[config.mk]
export PLATFORM = sky130hd
export DESIGN_NAME = dpcm_channel_arbiter
export DESIGN_NICKNAME = d
export VERILOG_FILES = /design/src/rtl/dpcm_pkg.sv /design/src/rtl/rr_arbiter.sv /design/src/rtl/dpcm_channel_arbiter.sv
export SDC_FILE = /design/constraint.sdc
export NUM_CORES = 1
export LEC_CHECK = 0
export BUFFER_PORTS_ARGS = -buffer_cell sky130_fd_sc_hd__buf_2
export CAP_MARGIN = 20
export CELL_PAD_IN_SITES_DETAIL_PLACEMENT = 1
export CELL_PAD_IN_SITES_GLOBAL_PLACEMENT = 2
export CORE_AREA = 2 2 82 84
export DETAILED_ROUTE_END_ITERATION = 10
export DIE_AREA = 0 0 84 86
export PLACE_DENSITY = 0.82
export REMOVE_ABC_BUFFERS = 1
export SYNTH_ARGS = -nofsm -noshare
export SYNTH_HDL_FRONTEND = slang
export SYNTH_SLANG_ARGS = --single-unit
[constraint.sdc]
create_clock -name clock -period 4.35 [get_ports clock]
set_input_delay 0 -clock clock [delete_from_list [all_inputs] [get_ports clock]]
set_output_delay 0 -clock clock [all_outputs]
set_load 0.05 [all_outputs]
[src/rtl/dpcm_pkg.sv]
// Shared defaults and helpers for the DPCM channel arbiter.
// Provides clog2 and the round-robin pick used by rr_arbiter.
package dpcm_pkg;

    localparam int DEF_N = 4;
    localparam int DEF_W = 4;
    localparam int MAX_N = 8;

    typedef struct packed {
        logic       found;
        logic [2:0] idx;
    } pick_t;

    function automatic int clog2(input int v);
        int r;
        r = 0;
        for (int i = 0; i < 31; i++) begin
            if ((1 << i) < v) r = i + 1;
        end
        return r;
    endfunction

    // First set bit of valid at or above ptr, wrapping at n.
    // Scanned from the far end so the nearest request is written last.
    function automatic pick_t rr_pick(input logic [MAX_N-1:0] valid,
                                      input logic [2:0]       ptr,
                                      input int               n);
        pick_t p;
        int    j;
        p = '0;
        for (int k = MAX_N - 1; k >= 0; k--) begin
            if (k < n) begin
                j = (int'(ptr) + k) % n;
                if (valid[j]) begin
                    p.found = 1'b1;
                    p.idx   = 3'(j);
                end
            end
        end
        return p;
    endfunction

endpackage

[src/rtl/rr_arbiter.sv]
// Combinational round-robin arbiter over N requests.
// Ports: req/ptr/enable in; one-hot grant, grant index, found out.
module rr_arbiter
    import dpcm_pkg::*;
#(
    parameter int N  = DEF_N,
    parameter int PW = (N > 1) ? clog2(N) : 1
) (
    input  logic [N-1:0]  req,
    input  logic [PW-1:0] ptr,
    input  logic          enable,
    output logic [N-1:0]  grant,
    output logic [PW-1:0] idx,
    output logic          found
);

    logic [MAX_N-1:0] w_req;
    logic [2:0]       w_ptr;
    pick_t            w_pick;

    assign w_req  = MAX_N'(req);
    assign w_ptr  = 3'(ptr);
    assign w_pick = rr_pick(w_req, w_ptr, N);

    assign found = w_pick.found;
    assign idx   = PW'(w_pick.idx);
    assign grant = (enable && w_pick.found) ? (N'(1) << w_pick.idx) : '0;

endmodule

[src/rtl/dpcm_channel_arbiter.sv]
// Shares one DPCM difference encoder between N sample channels.
// Ports: clock/reset; in_valid/in_data/in_ready per channel;
// chan_clear per channel; out_valid/out_ready/out_data/out_chan/out_raw.
module dpcm_channel_arbiter
    import dpcm_pkg::*;
#(
    parameter  int N       = DEF_N,
    parameter  int W       = DEF_W,
    parameter  int REFRESH = 8,
    localparam int CW      = (N > 1) ? clog2(N) : 1
) (
    input  logic           clock,
    input  logic           reset,
    input  logic [N-1:0]   in_valid,
    input  logic [N*W-1:0] in_data,
    output logic [N-1:0]   in_ready,
    input  logic [N-1:0]   chan_clear,
    output logic           out_valid,
    input  logic           out_ready,
    output logic [W-1:0]   out_data,
    output logic [CW-1:0]  out_chan,
    output logic           out_raw
);

    localparam int CNTW = (REFRESH > 1) ? clog2(REFRESH) : 1;
    localparam logic [CNTW-1:0] CNT_LAST = CNTW'(REFRESH - 1);

    logic [W-1:0]    r_prev [N];
    logic [CNTW-1:0] r_cnt  [N];
    logic [CW-1:0]   r_ptr;
    logic            r_out_valid;
    logic [W-1:0]    r_out_data;
    logic [CW-1:0]   r_out_chan;
    logic            r_out_raw;

    logic            w_can;
    logic            w_en;
    logic [N-1:0]    w_grant;
    logic [CW-1:0]   w_idx;
    logic            w_found;
    logic            w_xfer;
    logic [W-1:0]    w_sample;
    logic [W-1:0]    w_diff;
    logic            w_raw;
    logic [CW-1:0]   w_next_ptr;

    // Single output register: a slot frees up when it drains this cycle.
    assign w_can = !r_out_valid || out_ready;
    assign w_en  = w_can && !reset;

    rr_arbiter #(.N(N), .PW(CW)) u_arb (
        .req    (in_valid),
        .ptr    (r_ptr),
        .enable (w_en),
        .grant  (w_grant),
        .idx    (w_idx),
        .found  (w_found)
    );

    assign w_xfer     = w_en && w_found;
    assign w_sample   = in_data[w_idx*W +: W];
    assign w_diff     = w_sample - r_prev[w_idx];
    assign w_raw      = (r_cnt[w_idx] == '0);
    assign w_next_ptr = (int'(w_idx) == N - 1) ? '0 : w_idx + 1'b1;

    always_ff @(posedge clock) begin
        if (reset) begin
            r_ptr       <= '0;
            r_out_valid <= 1'b0;
            r_out_data  <= '0;
            r_out_chan  <= '0;
            r_out_raw   <= 1'b0;
            for (int i = 0; i < N; i++) begin
                r_prev[i] <= '0;
                r_cnt[i]  <= '0;
            end
        end else begin
            if (w_xfer) begin
                r_out_valid <= 1'b1;
                r_out_chan  <= w_idx;
                r_out_data  <= w_raw ? w_sample : w_diff;
                r_out_raw   <= w_raw;
                r_ptr       <= w_next_ptr;
            end else if (out_ready) begin
                r_out_valid <= 1'b0;
            end
            // A clear in the same cycle as a transfer wins over its update.
            for (int i = 0; i < N; i++) begin
                if (chan_clear[i]) begin
                    r_prev[i] <= '0;
                    r_cnt[i]  <= '0;
                end else if (w_xfer && int'(w_idx) == i) begin
                    r_prev[i] <= w_sample;
                    r_cnt[i]  <= (r_cnt[i] == CNT_LAST) ? '0
                                                        : r_cnt[i] + 1'b1;
                end
            end
        end
    end

    assign in_ready  = w_grant;
    assign out_valid = r_out_valid;
    assign out_data  = r_out_data;
    assign out_chan  = r_out_chan;
    assign out_raw   = r_out_raw;

endmodule

==> results.md, run 1 <==
Drt:
- The final route contains 1645 vias.
- After detailed routing, the average wire length per cell comes to 15.3 um.
- The DRC violations left is 0.
- Using the TritonRoute via totals, the vias-per-cell ratio works out to 5.09.
- The DRC violation total after the first TritonRoute iteration is 37.
- The number of search-and-repair iterations in the first detailed-routing pass is 4.
- In this run the remaining antenna-violating nets after routing total 0.
- After detailed routing, the total wire length is 4960 um.

Clock tree:
- Once the clock tree was built, the setup fixing pass inserted 0 buffers.
- Buffers inserted during clock tree synthesis total 5.
- The clock-pin transition on the worst setup and hold timing paths is 0.08 ns.
- The clock net sink count is 38.
- The level count of the clock H-tree is 2.
- The root buffer cell is clkbuf_8.
- After clock tree synthesis, the repair step resized 0 gates.
- The clock tree from TritonCTS is done.
- The buffer depth of the longest clock path is 2.
- The number of hold-repair buffers added at the cts stage is 0.
- At the later pin of the worst-skew pair, clock insertion delay measures 0.29 ns.

Synthesis:
- The netlist uses 43 different library cells.
- The multiplexer share of the synthesized area is 0.113.
- The sequential area share after synthesis is 0.471.
- The mean instance size in the synthesized netlist is 10.8 um2.
- The synthesized netlist occupies a cell area of 2210 um2.
- The synthesis warning total is 0.
- The largest area contributor in the netlist is edfxtp_1.
- Of the total synthesized cell area, the portion taken by XOR and XNOR cells is 0.00397.
- Synthesis produced 204 cells.
- Sorting the synthesized cells by how often they occur yields edfxtp_1 (28), nor2_1 (26), ha_1 (15), and2_1 (13), mux2i_1 (13).
- By area, the combinational part of the netlist is dominated by simple AND/OR/NAND/NOR gates.
- After synthesis, the share of flip-flops with an asynchronous set or reset is 0.
- The synthesized design contains 38 register bits.
- The post-synthesis simple-gate area fraction is 0.219.
- The area fraction in compound gates after synthesis is 0.0742.
- Yosys instantiated no cell more often than edfxtp_1.
- By area the synthesized netlist is led by edfxtp_1 (38%), dfxtp_1 (9.1%), ha_1 (8.5%).
- Of the total synthesized cell area, the portion taken by full adders, half adders and majority gates is 0.0941.
- The most used flip-flop cell after synthesis is edfxtp_1.
- Of the post-synthesis cell area, the dominant cell type holds 0.381.
- Yosys mapped a number of flops with a built-in enable equal to 28.

Worst setup path:
- The length in cells of the worst reg-to-reg path is 14.
- The startpoint-to-endpoint class of the critical path is reg2reg.
- The data required time at the worst endpoint is 4.57 ns.
- The kind of start point of the critical path is a flop.
- Along the worst path, the maximum fanout reaches 11.
- The worst setup path is captured at a flop.
- At the worst endpoint, the arrival time is 3.81 ns.

STA:
- Setup repair after global routing left no endpoint under its margin.
- For the final routed database, the setup TNS stands at 0 ns.
- After layout, the worst setup slack is 0.763 ns.
- Headroom to the max-slew limit came out at 0.408.
- At the pin with the least slew margin, the transition time is 0.881 ns.
- Setup violations remaining at the end of the flow were counted as 0.
- On the final layout, the worst clock skew is 0.0124 ns.
- The number of pins with negative max-slew slack in the final report is 0.
- The final-report hold violation count was 0.
- The share of the clock period used by the worst path after layout is 0.825.
- The upper clock frequency limit is 279 MHz.
- The worst path in the final design needs a cycle of 3.59 ns, including I/O delays and setup.

Pwr:
- The analysis attributes to net switching a power of 395 uW.
- The internal portion of the total power is 721 uW.
- For this design the ratio of total power to cell area is 436 nW/um2.
- Of the total power, combinational logic draws 0.370.
- Across the VDD grid, the largest voltage drop is 0.000196 V.
- Of the total power, the share spent switching nets is 0.354.
- Of the total power, registers draw 0.408.
- Summed over all cells, the static leakage comes to 1.17 nW.
- The fraction of power consumed by the clock network is 0.222.

Final layout:
- 0 antenna diodes ended up in the layout.
- The number of nets in the layout is 288.
- Relative to the synthesized area, the layout overhead comes to 15.9%.
- The share of the core filled with cells is 0.408.
- The final instance area is 2560 um2.
- The fraction of final layout cells sized beyond drive strength 1 is 0.256.

Worst hold path:
- The hold path depth is 2.
- In this run the worst hold path is classified as in2reg.

GRT:
- The number of antenna violations at the first check in global routing came to 0.
- The first global-routing pass estimated 8420 um of wire.
- The total grt overflow is 0.
- In the global route stage, overall resource usage came out at 0.148.
- Entering global routing, the biggest net connects 16 pins.
- The via count of the first global-routing pass is 1663.

Floorplan:
- The floorplan step set the die width to 84 um.
- For this design the top-level I/O count stands at 39.
- The area of the core is 6280 um2.
- The die covers 7220 um2.
- The placement row count is 29.
- The initial cell density of the core is 0.352.
- The die is 86 um tall.

Placement:
- The post-place setup slack is 0.777 ns.
- The standard cell area after detailed placement is 2470 um2.
- The wire-length estimate of the detail-placed layout is 3790 um.
- The congestion estimate from routability-driven global placement came to 0.811.
- Port buffering added 38 buffers.

Run status:
- The flow ran to the end, and the final reports show no timing, DRC or antenna violations.

Flow run:
- The total of max-cap violations is 0.
worst max-delay path, cell delays in order, from the launching register on:
cell and delay (ns):
dfxtp_1 0.42, mux2i_1 0.21, nor2_1 0.06, or3_1 0.58, inv_2 0.26, mux2_2 0.43
inv_1 0.08, ha_1 0.22, nor2b_1 0.12, o21ai_0 0.14, nand2b_1 0.13, o21ai_0 0.09
or3b_1 0.38, a31o_2 0.25, a31oi_1 0.15
registers in the layout (all words and copies together) (netlist names):
register / count
out_data: 4
out_raw: 1
r_cnt: 12
r_ptr: 2
out_valid: 1
r_prev: 16
out_chan: 2
routing by layer:
metal / global-route usage / vias up / routed length, um
met3: 0.0308 / 4 / 224
met5: 0 / - / 0
met4: 0.0308 / 0 / 39
met2: 0.237 / 33 / 2290
li1: - / 812 / -
met1: 0.208 / 796 / 2410
final timing paths:
kind                                                from                  endpoint  slack, ns
worst max-delay path               r_ptr[1]$_SDFFE_PP0P_  out_data[3]$_SDFFE_PP0P_       0.76
worst min-delay path                               reset  out_data[2]$_SDFFE_PP0P_       0.03
worst max register to register     r_ptr[1]$_SDFFE_PP0P_  out_data[3]$_SDFFE_PP0P_       0.76
worst min register to register  out_data[1]$_SDFFE_PP0P_  out_data[1]$_SDFFE_PP0P_       0.48
metrics by stage:
step / hold WS (ns) / cells / power (mW)
floorplan: 0.0646 / 200 / 0.771
CTS: 0.0240 / 323 / 1.13
global route: 0.0605 / 323 / 1.19
finish: 0.0291 / 323 / 1.12
detailed placement: 0.326 / 315 / 0.880
global placement: 0.331 / 315 / 0.876
logic make-up (layout without fill, tap and decap cells):
family                     after synthesis  count (layout)
adders and majority gates               16              16
and+or+nand+nor                         91              91
xor gates and xnor gates                 1               1
buffers and inverters                   11              53
AOI/OAI and AO/OA                       24              24
DFF                                     38              38
muxes                                   23              23
power groups by stage:
stage                     clock, mW  sequential (mW)  combinational [mW]
after CTS                     0.254            0.455               0.420
final                         0.248            0.455               0.413
after global routing          0.269            0.460               0.462
after floorplan                   0            0.511               0.260
after detailed placement          0            0.463               0.417
after global placement            0            0.462               0.415
area by class of cell:
cell class	count	area [um2]
flip-flops and latches	38	1040
inverters	7	27.5
clock buffers	8	90.1
multi-input cells	155	1110
fillers	733	3720
repair buffers	38	190
well taps	77	96.3
placed cells by master (no fill, tap or decap), types with 6 or more instances in the layout:
cell type and n:
edfxtp_1 28, nand2b_1 8, nor2_1 26, ha_1 15, o21ai_0 7, nand2_1 6
and2_1 13, or3_1 6, buf_2 38, mux2i_1 13, clkbuf_8 6, dfxtp_1 10
nor3_1 11, mux2_2 8
(Power assumes the default switching activity.)
==> run 2: changes to the inputs <==
CORE_AREA = 2 2 87 89   (was 2 2 82 84)
DIE_AREA = 0 0 89 91   (was 0 0 84 86)
PLACE_DENSITY = 0.77   (was 0.82)
clock period = 3 ns   (was 4.35 ns; I/O delays follow)
==> run 2 against run 1 <==
Compared with the run above: total power is 58% higher; critical path type unchanged; largest cell class unchanged; register-to-register slack worse by 0.71 ns; maximum frequency is 22% higher.
==> results.md, run 2 (synthesis gave the netlist of run 1 again) <==
Pwr:
- The total power per unit cell area came to 636 nW/um2 (+46%).
- The worst voltage drop across the vdd grid was 0.000286 V (+46%).
- The static leakage was 1.27 nW (+9.2%).

Floorplan:
- The area of the core is 7140 um2 (+14%).
- The number of top-level pins is 39 (unchanged).
- The floorplan die area is 8100 um2 (+12%).
- The height of the chip is 91 um (+5.8%).
- The chip width is 89 um (+6.0%).
- The initial cell density of the core is 0.309 (-0.0424).
- The placement row count is 31 (+6.9%).

STA:
- The share of the clock period used by the worst path after layout came to 0.983 (+0.158).
- The upper clock frequency limit came to 339 MHz (+22%).
- The worst clock skew on the final layout was 0.00641 ns (-0.00599 ns).
- The slew of the pin with the lowest slew margin is 0.589 ns (-0.292 ns).
- The number of pins with negative max-slew slack in the final report is 0 (unchanged).
- The remaining max-slew budget at the tightest pin is 0.604 (+0.195).
- The sum of negative setup slack is 0 ns (unchanged).
- The post-route minimum period came to 2.95 ns (-0.639 ns).
- The final-report hold violation count is 0 (unchanged).
- The final number of setup-violating endpoints is 0 (unchanged).
- Setup repair after global routing could not meet its margin everywhere.
- The final hold slack is 0.0399 ns (+0.0108 ns).

GRT:
- The largest net degree at the start of global routing is 15 (-1).
- The global routing usage on met2 is 0.236 (-0.00139).
- The total grt overflow is 0 (unchanged).
- The met3 track demand over resource is 0.0227 (-0.00807).
- The number of antenna violations at the first check in global routing is 0 (unchanged).
- The overall global routing resource usage is 0.148 (+0.000290).
- The met1 routing resource usage after global routing is 0.204 (-0.00433).
- The via count of the first global-routing pass is 1879 (+13%).
- The first-pass GRT wire length was 9150 um (+8.7%).
- The layer carrying the most global-route usage is met2.

Placement:
- The routability congestion estimate from global placement is 0.804 (-0.88%).
- The sum of net half-perimeters after detailed placement was 4260 um (+12%).
- The number of port buffers was 38 (unchanged).
- The count of placed standard cells including taps is 356 (+13%).

Clock tree:
- The total clock buffers created by CTS was 5 (unchanged).
- The clock latency on the worst-skew pair is 0.29 ns (about the same).
- TritonCTS built the clock tree.
- The clock-pin transition on the worst setup and hold timing paths was 0.07 ns (about the same).
- The root buffer cell is clkbuf_8.
- The clock net sink count was 38 (unchanged).
- The level count of the clock H-tree is 2 (unchanged).
- The buffer depth of the longest clock path is 2 (unchanged).
- The number of setup buffers added after CTS is 0 (unchanged).

Worst hold path:
- The tightest min-delay check is of the in2reg type.

Drt:
- The residual antenna-violating net count after detailed routing is 0 (unchanged).
- The wire length per cell came to 15.3 um (-0.43%).
- The number of search-and-repair iterations in the first detailed-routing pass is 4 (unchanged).
- The DRC violations left was 0 (unchanged).
- The detailed-route via count is 1723 (+4.7%).
- The post-detailed-routing wire length is 5560 um (+12%).
- The DRC violation total after the first TritonRoute iteration is 73 (+97%).
- The average vias per placed instance came to 4.73 (-7.1%).

Final layout:
- The number of flip-flops under the largest register name is 16 (unchanged).
- The top cell types in the final layout, fill and taps aside, are buf_2 (38), edfxtp_1 (28), nor2_1 (26), buf_4 (18), ha_1 (15).
- The most common library cell in the layout ignoring fill and taps is buf_2.
- The count of non-filler cells in the finished layout came to 364 (+13%).
- The register with the most flip-flops is r_prev.
- The share of the core filled with cells is 0.387 (-0.0202).
- The diode insertion count for antenna repair is 0 (unchanged).
- The area overhead of the layout relative to synthesis is 25.2%.
- The fraction of final layout cells sized beyond drive strength 1 was 0.336 (+0.0798).
- The number of fill cells came to 855 (+17%).
- The number of nets in the layout is 307 (+6.6%).

Worst setup path:
- The data required time at the worst endpoint is 3.22 ns (-1.35 ns).
- Walking the worst path, the cells encountered are and2_4 -> and2_1 -> or3_4 -> inv_4 -> mux2_4 -> inv_1 -> ha_1 -> nor2b_4 -> o21ai_2 -> nand2b_1 -> o21ai_1 -> or3b_4 -> a31o_2 -> a31oi_1.
- The critical path is of the reg2reg type.
- The peak per-stage delay on the critical path is 0.39 ns (-0.19 ns).
- The kind of capture point of the worst setup path is a flop.
- The kind of start point of the critical path is a flop.
- The arrival time of the worst setup path is 3.16 ns (-0.65 ns).
- The maximum fanout count along the critical path is 5 (-6).
- The slowest stage of the critical path belongs to the cell or3b_4.

Run status:
- The run finished with clean final reports.

Flow run:
- The total of max-cap violations came to 0 (unchanged).
## run 2: cell count changes in the layout (fill, tap and decap cells not counted), sizes merged
cell	change
buf	+19
clkbuf	-3
clkinv	+3
## run 2: power breakdown
| group | switching (mW) | internal (mW) | total, mW |
|---|---|---|---|
| combinational | 0.423 | 0.342 | 0.765 |
| sequential | 0.0313 | 0.629 | 0.660 |
| clock | 0.177 | 0.155 | 0.333 |
## run 2: per-stage QoR
stage               instance area (um2)  setup WS (ns)  power [mW]
floorplan                          2180         -0.205        1.12
global placement                   2640        0.00617        1.37
detailed placement                 2640         -0.141        1.39
CTS                                2740         0.0248        1.74
global route                       2770        -0.0867        1.87
finish                             2770         0.0521        1.76
## run 2: final cells by class
class	count	area [um2]	share of cell area
clock buffers	5	68.8	0.0249
multi-input cells	155	1150	0.415
repair buffers	57	337	0.122
clock inverters	3	11.3	0.00407
flip-flops and latches	38	1040	0.377
well taps	99	124	0.0448
inverters	7	33.8	0.0122
## run 2: worst paths after layout
path,end,slack [ns],from,depth (start not counted)
worst max-delay path,out_data[3]$_SDFFE_PP0P_,0.05,r_ptr[1]$_SDFFE_PP0P_,14
worst min-delay path,out_valid$_SDFFE_PP0P_,0.04,out_ready,4
worst max register to register,out_data[3]$_SDFFE_PP0P_,0.05,r_ptr[1]$_SDFFE_PP0P_,14
worst min register to register,out_data[1]$_SDFFE_PP0P_,0.47,out_data[1]$_SDFFE_PP0P_,2
## run 2: critical path, delay by kind of cell, from the launching register on
family | cells | cell delay [ns]
simple gates | 6 | 1.30
compound gates | 4 | 0.55
flops | 1 | 0.34
mux | 1 | 0.31
fa+ha+maj | 1 | 0.23
buf+inv | 2 | 0.15
## run 2: repair_timing
item,4_1_cts,5_1_grt
endpoints found under the setup margin,1,1
gates resized for setup,8,9
hold buffers,0,0
pin swaps,4,3
## run 2: layer usage
| metal | up-vias | wire [um] |
|---|---|---|
| met4 | 0 | 110 |
| li1 | 853 | - |
| met1 | 833 | 2700 |
| met2 | 29 | 2600 |
| met3 | 8 | 152 |
| met5 | - | 0 |
